==> config.mk <==
export PLATFORM = sky130hd
export DESIGN_NAME = pmd901_spi_master
export DESIGN_NICKNAME = d
export VERILOG_FILES = /design/src/rtl/pmd901_agent_dec.sv /design/src/rtl/pmd901_sync2.sv /design/src/rtl/pmd901_spi_master.sv
export SDC_FILE = /design/constraint.sdc
export NUM_CORES = 1
export LEC_CHECK = 0
export CORE_UTILIZATION = 26
export CTS_BUF_LIST = sky130_fd_sc_hd__clkbuf_16
export DETAILED_ROUTE_END_ITERATION = 6
export GPL_TIMING_DRIVEN = 1
export PLACE_DENSITY_LB_ADDON = 0.25
export REMOVE_ABC_BUFFERS = 1
export SYNTH_ARGS = -nofsm -noshare
export SYNTH_HDL_FRONTEND = slang
export SYNTH_SLANG_ARGS = --single-unit
==> constraint.sdc <==
create_clock -name clk -period 2.7 [get_ports clk]
set_clock_uncertainty 0.05 [all_clocks]
set_input_delay 0.54 -clock clk [delete_from_list [all_inputs] [get_ports clk]]
set_output_delay 0.54 -clock clk [all_outputs]
set_load 0.05 [all_outputs]
==> src/rtl/pmd901_agent_dec.sv <==
// Shared declarations for the PMD901 SPI master: frame width and FSM state encoding.
package pmd901_agent_dec;

   localparam int unsigned PMD901_WORD_W = 16;

   typedef enum logic [2:0] {
      IDLE,
      SETUP,
      SHIFT,
      HOLD,
      GAP
   } spi_state_e;

endpackage

==> src/rtl/pmd901_sync2.sv <==
// Two-flop synchronizer for an asynchronous PMD901 status pin.
module pmd901_sync2 (
   input  logic clk_i,
   input  logic rst_ni,
   input  logic d_i,
   output logic q_o
);

   logic meta_q;
   logic sync_q;

   always_ff @(posedge clk_i or negedge rst_ni) begin
      if (!rst_ni) begin
         meta_q <= 1'b0;
         sync_q <= 1'b0;
      end else begin
         meta_q <= d_i;
         sync_q <= meta_q;
      end
   end

   assign q_o = sync_q;

endmodule

==> src/rtl/pmd901_spi_master.sv <==
// PMD901 motor driver SPI master: sends 16-bit speed words (CPOL=0, MSB first)
// and drives the park/bend pins, which only change while chip select is idle.
module pmd901_spi_master
   import pmd901_agent_dec::*;
#(
   parameter int unsigned CLK_DIV   = 4,
   parameter int unsigned CSN_SETUP = 2,
   parameter int unsigned CSN_HOLD  = 2,
   parameter int unsigned MIN_IDLE  = 4
) (
   input  logic        clk,
   input  logic        rstn,
   input  logic        cmd_valid,
   output logic        cmd_ready,
   input  logic [15:0] cmd_speed,
   input  logic        park_req,
   input  logic        bend_req,
   output logic        spi_clk,
   output logic        spi_csn,
   output logic        spi_mosi,
   output logic        park,
   output logic        bend,
   input  logic        fault,
   input  logic        fan,
   input  logic        ready,
   output logic        st_fault,
   output logic        st_fan,
   output logic        st_ready,
   output logic        busy
);

   localparam int unsigned DIV_W = $clog2(CLK_DIV);
   localparam int unsigned CNT_W = 8;

   spi_state_e                 state_q, state_d;
   logic [CNT_W-1:0]           cnt_q, cnt_d;
   logic [DIV_W-1:0]           div_q, div_d;
   logic [3:0]                 bit_q, bit_d;
   logic [PMD901_WORD_W-1:0]   sh_q, sh_d;
   logic                       sclk_q, sclk_d;
   logic                       csn_q, csn_d;
   logic                       park_q, park_d;
   logic                       bend_q, bend_d;

   always_ff @(posedge clk or negedge rstn) begin
      if (!rstn) begin
         state_q <= IDLE;
         cnt_q   <= '0;
         div_q   <= '0;
         bit_q   <= '0;
         sh_q    <= '0;
         sclk_q  <= 1'b0;
         csn_q   <= 1'b1;
         park_q  <= 1'b0;
         bend_q  <= 1'b0;
      end else begin
         state_q <= state_d;
         cnt_q   <= cnt_d;
         div_q   <= div_d;
         bit_q   <= bit_d;
         sh_q    <= sh_d;
         sclk_q  <= sclk_d;
         csn_q   <= csn_d;
         park_q  <= park_d;
         bend_q  <= bend_d;
      end
   end

   always_comb begin
      state_d = state_q;
      cnt_d   = cnt_q;
      div_d   = div_q;
      bit_d   = bit_q;
      sh_d    = sh_q;
      sclk_d  = sclk_q;
      csn_d   = csn_q;
      // Pins follow requests only while csn is (registered) high, so a frame never sees them move.
      park_d  = csn_q ? park_req : park_q;
      bend_d  = csn_q ? bend_req : bend_q;
      unique case (state_q)
         IDLE: begin
            if (cmd_valid && cmd_ready) begin
               state_d = SETUP;
               sh_d    = cmd_speed;
               csn_d   = 1'b0;
               cnt_d   = '0;
            end
         end
         SETUP: begin
            if (cnt_q == CNT_W'(CSN_SETUP - 1)) begin
               state_d = SHIFT;
               sclk_d  = 1'b1;
               div_d   = '0;
               bit_d   = '0;
            end else begin
               cnt_d = cnt_q + 1'b1;
            end
         end
         SHIFT: begin
            // The 16th low phase runs to completion before HOLD starts.
            if (div_q == DIV_W'(CLK_DIV - 1)) begin
               div_d = '0;
               if (sclk_q) begin
                  sclk_d = 1'b0;
                  sh_d   = {sh_q[PMD901_WORD_W-2:0], 1'b0};
               end else if (bit_q == 4'd15) begin
                  state_d = HOLD;
                  cnt_d   = '0;
               end else begin
                  sclk_d = 1'b1;
                  bit_d  = bit_q + 1'b1;
               end
            end else begin
               div_d = div_q + 1'b1;
            end
         end
         HOLD: begin
            if (cnt_q == CNT_W'(CSN_HOLD - 1)) begin
               state_d = GAP;
               csn_d   = 1'b1;
               cnt_d   = '0;
            end else begin
               cnt_d = cnt_q + 1'b1;
            end
         end
         GAP: begin
            if (cnt_q == CNT_W'(MIN_IDLE - 1)) begin
               state_d = IDLE;
               cnt_d   = '0;
            end else begin
               cnt_d = cnt_q + 1'b1;
            end
         end
         default: state_d = IDLE;
      endcase
   end

   always_comb begin
      cmd_ready = (state_q == IDLE) && park_q;
      busy      = (state_q != IDLE);
      spi_clk   = sclk_q;
      spi_csn   = csn_q;
      spi_mosi  = csn_q ? 1'b0 : sh_q[PMD901_WORD_W-1];
      park      = park_q;
      bend      = bend_q;
   end

   pmd901_sync2 u_sync_fault (.clk_i(clk), .rst_ni(rstn), .d_i(fault), .q_o(st_fault));
   pmd901_sync2 u_sync_fan   (.clk_i(clk), .rst_ni(rstn), .d_i(fan),   .q_o(st_fan));
   pmd901_sync2 u_sync_ready (.clk_i(clk), .rst_ni(rstn), .d_i(ready), .q_o(st_ready));

endmodule

==> results.md <==
| Group | Quantity | This run |
|---|---|---|
| sta | Number of hold-slack violations in the final timing report | 0 |
| grt | Met2 Resource Use GR | 17.4% |
| logic synthesis | Most frequent cell after synthesis | nand2_1 |
| critical path | Critical register-to-register path startpoint | bit_q[0] |
| logic synthesis | FF+latch count, synth | 43 |
| logic synthesis | Count of different cell masters after synthesis | 47 |
| placement | Post-detailed-placement half-perimeter wirelength | 3.02 mm |
| logic synthesis | Proportion of synthesized chip area in sequential cells | 50.6% |
| sta | Final total negative setup slack | 0 ns |
| layout | Antenna Diode Count | 0 |
| route | Routed length per instance | 12.2 um |
| sta | RSZ-0062 raised after global routing | no |
| logic synthesis | Library cell with the largest summed area after synthesis | dfrtp_1 |
| job | Max-Cap Viols | 0 |
| route | Vias | 1672 |
| critical path | Critical R2R Capture | cnt_q[5] |
| clocking | Clock latency at the later pin of the worst-skew pair | 0.28 ns |
| grt | Initial antenna violation count | 0 |
| run status | Outcome | complete, no violations |
| route | Number of vias per cell after detailed routing | 4.71 |
| critical path | Minimum setup slack among reg-to-reg paths | 0.54 ns |
| power | Combinational cell fraction of total power | 46.1% |
| layout | Net count reported at finish | 281 |
| logic synthesis | Yosys Warn Count | 0 |
| power | PwrDens | 1180 nW/um^2 |
| power | Internal power of the cells | 0.00190 W |
| floorplanning | Chip Height | 92.5 um |
| logic synthesis | Area of the mapped netlist | 2130 um^2 |
| floorplanning | Area of the core | 7810 um^2 |
| logic synthesis | Average cell area after synthesis | 9.85 um^2 |
| sta | Period utilization | 95.2% |
| floorplanning | Horiz. Die Dim | 92.5 um |
| power | Clock network fraction of total power | 20.7% |
| grt | GRT Util Overall | 11.2% |
| sta | Transition time at the pin with the least slew margin | 0.627 ns |
| layout | Synth-to-Final Area Change | 28.7% |
| clocking | Number of buffers added by the clock tree synthesis step | 5 |
| clocking | Number of cells upsized or downsized after cts | 0 |
| clocking | Clock slew seen by the registers of the worst setup and hold paths | 0.06 ns |
| sta | Pins over their slew limit | 0 |
| power | Peak VDD IR | 401 uV |
| route | Count of antenna-violating nets left after detailed routing | 0 |
| power | Lkg Pwr | 1.13 nW |
| power | Sequential fraction of design power | 33.2% |
| min path | Path class of the lowest-slack min-delay path | in2async |
| clocking | CTS H-Tree Depth | 2 |
| logic synthesis | Number of instances in the synthesized netlist | 216 |
| layout | Proportion of layout cells with a drive suffix above 1 | 12.6% |
| logic synthesis | Number of enable flip-flop cells after synthesis | 0 |
| clocking | Post-CTS Setup Inserts | 0 |
| floorplanning | Area of the die | 8550 um^2 |
| grt | Pin count of the biggest net entering global routing | 32 |
| grt | GR Layer Usage met3 | 2.87% |
| route | Total routed wirelength | 4.33 mm |
| layout | Footprint of the flip-flops and latches | 1080 um^2 |
| sta | F_max | 389 MHz |
| grt | Vias in the first global route | 1636 |
| clocking | TritonCTS clock tree | yes |
| layout | Area of the multi-input gates | 987 um^2 |
| sta | Final setup violation count | 0 |
| floorplanning | Effective utilization at floorplan | 27.3% |
| critical path | Maximum fanout along the worst path | 9 |
| critical path | Arrival time reported for the critical path endpoint | 1.98 ns |
| sta | Post-layout min period | 2.57 ns |
| layout | Final cell utilization of the core | 35.1% |
| layout | Fill cells | 787 |
| logic synthesis | Top post-synthesis cells by area | dfrtp_1, nand2_1, a31oi_1 |
| critical path | Startpoint type of the worst setup path | flip-flop |
| clocking | Largest buffer count on any clock path | 2 |
| logic synthesis | Async set-or-reset flop fraction in the synthesized netlist | 100% |
| route | First-iteration detailed-routing DRC count | 42 |
| route | Post-route DRC | 0 |
| placement | Placer's final routability congestion estimate | 0.809 |
| route | DR pass1 iterations | 4 |
| logic synthesis | Cell types with the highest counts after synthesis | nand2_1, dfrtp_1, nor2_1 |
| clocking | Clk root buf | clkbuf_16 |
| sta | Slew Limit Headroom | 58.2% |
| critical path | Required time of the worst setup path | 2.11 ns |
| logic synthesis | Share of the synthesized area in the top cell type | 49.4% |
| critical path | Depth of the worst register-to-register path | 6 |
| grt | First-pass GRT wire length | 7.62 mm |
| logic synthesis | Top flip-flop cell by instance count after synthesis | dfrtp_1 |
| clocking | # clock sinks | 43 |
| grt | Remaining global-route overflow | 0 |
| clocking | Hold-fix buffers at CTS | 0 |
| floorplanning | Row count | 32 |
| power | Switching portion of total power | 41.2% |
| power | Post-layout power | 0.00323 W |
| floorplanning | Top-level port count | 34 |
| critical path | Kind of critical path | reg2out |
| grt | Most heavily used metal layer in global routing | met2 |
| grt | Global-route met1 utilization | 15.2% |
| placement | I/O Buffers | 33 |
| power | Power dissipated by switching net loads | 0.00133 W |
| critical path | CP endpoint kind | primary output |
==> worst max-delay path, stage by stage (launching register included) <==
cell and delay, ns:
dfrtp_1 0.45, or2_1 0.29, nor2_2 0.21, inv_2 0.06
clkdlybuf4s50_1 0.70
==> registers in the layout, indices dropped and copies added (netlist names) <==
| name | cells |
|---|---|
| spi_csn | 1 |
| state_q | 3 |
| u_sync_fault.meta_q | 1 |
| u_sync_fan.meta_q | 1 |
| u_sync_ready.meta_q | 1 |
| u_sync_ready.q_o | 1 |
| spi_clk | 1 |
| u_sync_fault.q_o | 1 |
| park | 1 |
| div_q | 2 |
| cnt_q | 8 |
| sh_q | 16 |
| bend | 1 |
| bit_q | 4 |
| u_sync_fan.q_o | 1 |
==> area by class of cell <==
class	instances	share of cell area [%]
Timing Repair Buffer	39	13.4
Clock inverter	3	1.42
Tap cell	102	4.66
Sequential cell	43	39.3
Multi-Input combinational cell	159	36.0
Inverter	4	0.548
Clock buffer	5	4.57
==> stage by stage <==
step / worst slack, ns / instance area [um^2] / hold slack, ns / instances
2_1_floorplan: -0.123 / 2070 / 0.194 / 206
3_3_place_gp: 0.439 / 2570 / 0.283 / 347
3_5_place_dp: 0.396 / 2570 / 0.286 / 347
4_1_cts: 0.111 / 2740 / 0.244 / 355
5_1_grt: 0.0204 / 2740 / 0.273 / 355
6_report: 0.129 / 2740 / 0.221 / 355
==> routing by layer <==
metal / part of all wire [%] / up-vias
li1: - / 826
met2: 46 / 28
met3: 4.8 / 3
met5: 0 / -
met1: 49 / 815
met4: 0.90 / 0
==> worst max path at each step <==
stage	from	to	slack [ns]	cells after the start
final	state_q[0]	busy	0.13	4
after global routing	state_q[0]	busy	0.02	4
after CTS	state_q[0]	busy	0.11	4
after detailed placement	cmd_valid	cnt_q[6]	0.40	5
after global placement	state_q[0]	busy	0.44	4
after floorplan	state_q[1]	sh_q[10]	-0.12	4
==> cells in the final DEF (no fill, tap or decap), drive strengths merged, types with 3 or more instances in the layout <==
cell type / instances
a31oi: 15
and3: 3
buf: 8
clkbuf: 5
clkdlybuf4s50: 31
dfrtp: 42
ha: 5
inv: 4
mux2: 4
nand2: 45
nand2b: 10
nand3: 7
nor2: 23
nor3: 3
o21ai: 9
o22ai: 5
o2bb2ai: 4
==> power groups by stage <==
stage,sequential (W),combinational [W],clock [W]
2_1_floorplan,0.00116,0.000974,0
3_3_place_gp,0.00108,0.00150,0
3_5_place_dp,0.00109,0.00150,0
4_1_cts,0.00107,0.00151,0.000692
5_1_grt,0.00112,0.00167,0.000714
6_report,0.00107,0.00149,0.000670
==> cell families after synthesis <==
| group | Yosys count | share of synthesized area (%) |
|---|---|---|
| DFF | 43 | 50.6 |
| AOI/OAI and AO/OA | 43 | 15.3 |
| muxes | 6 | 3.23 |
| xor gates and xnor gates | 2 | 0.823 |
| adders and majority gates | 5 | 2.94 |
| buffers and inverters | 14 | 3.23 |
| and+or+nand+nor | 103 | 23.8 |
Note: power is estimated with default switching activity, not from simulation.
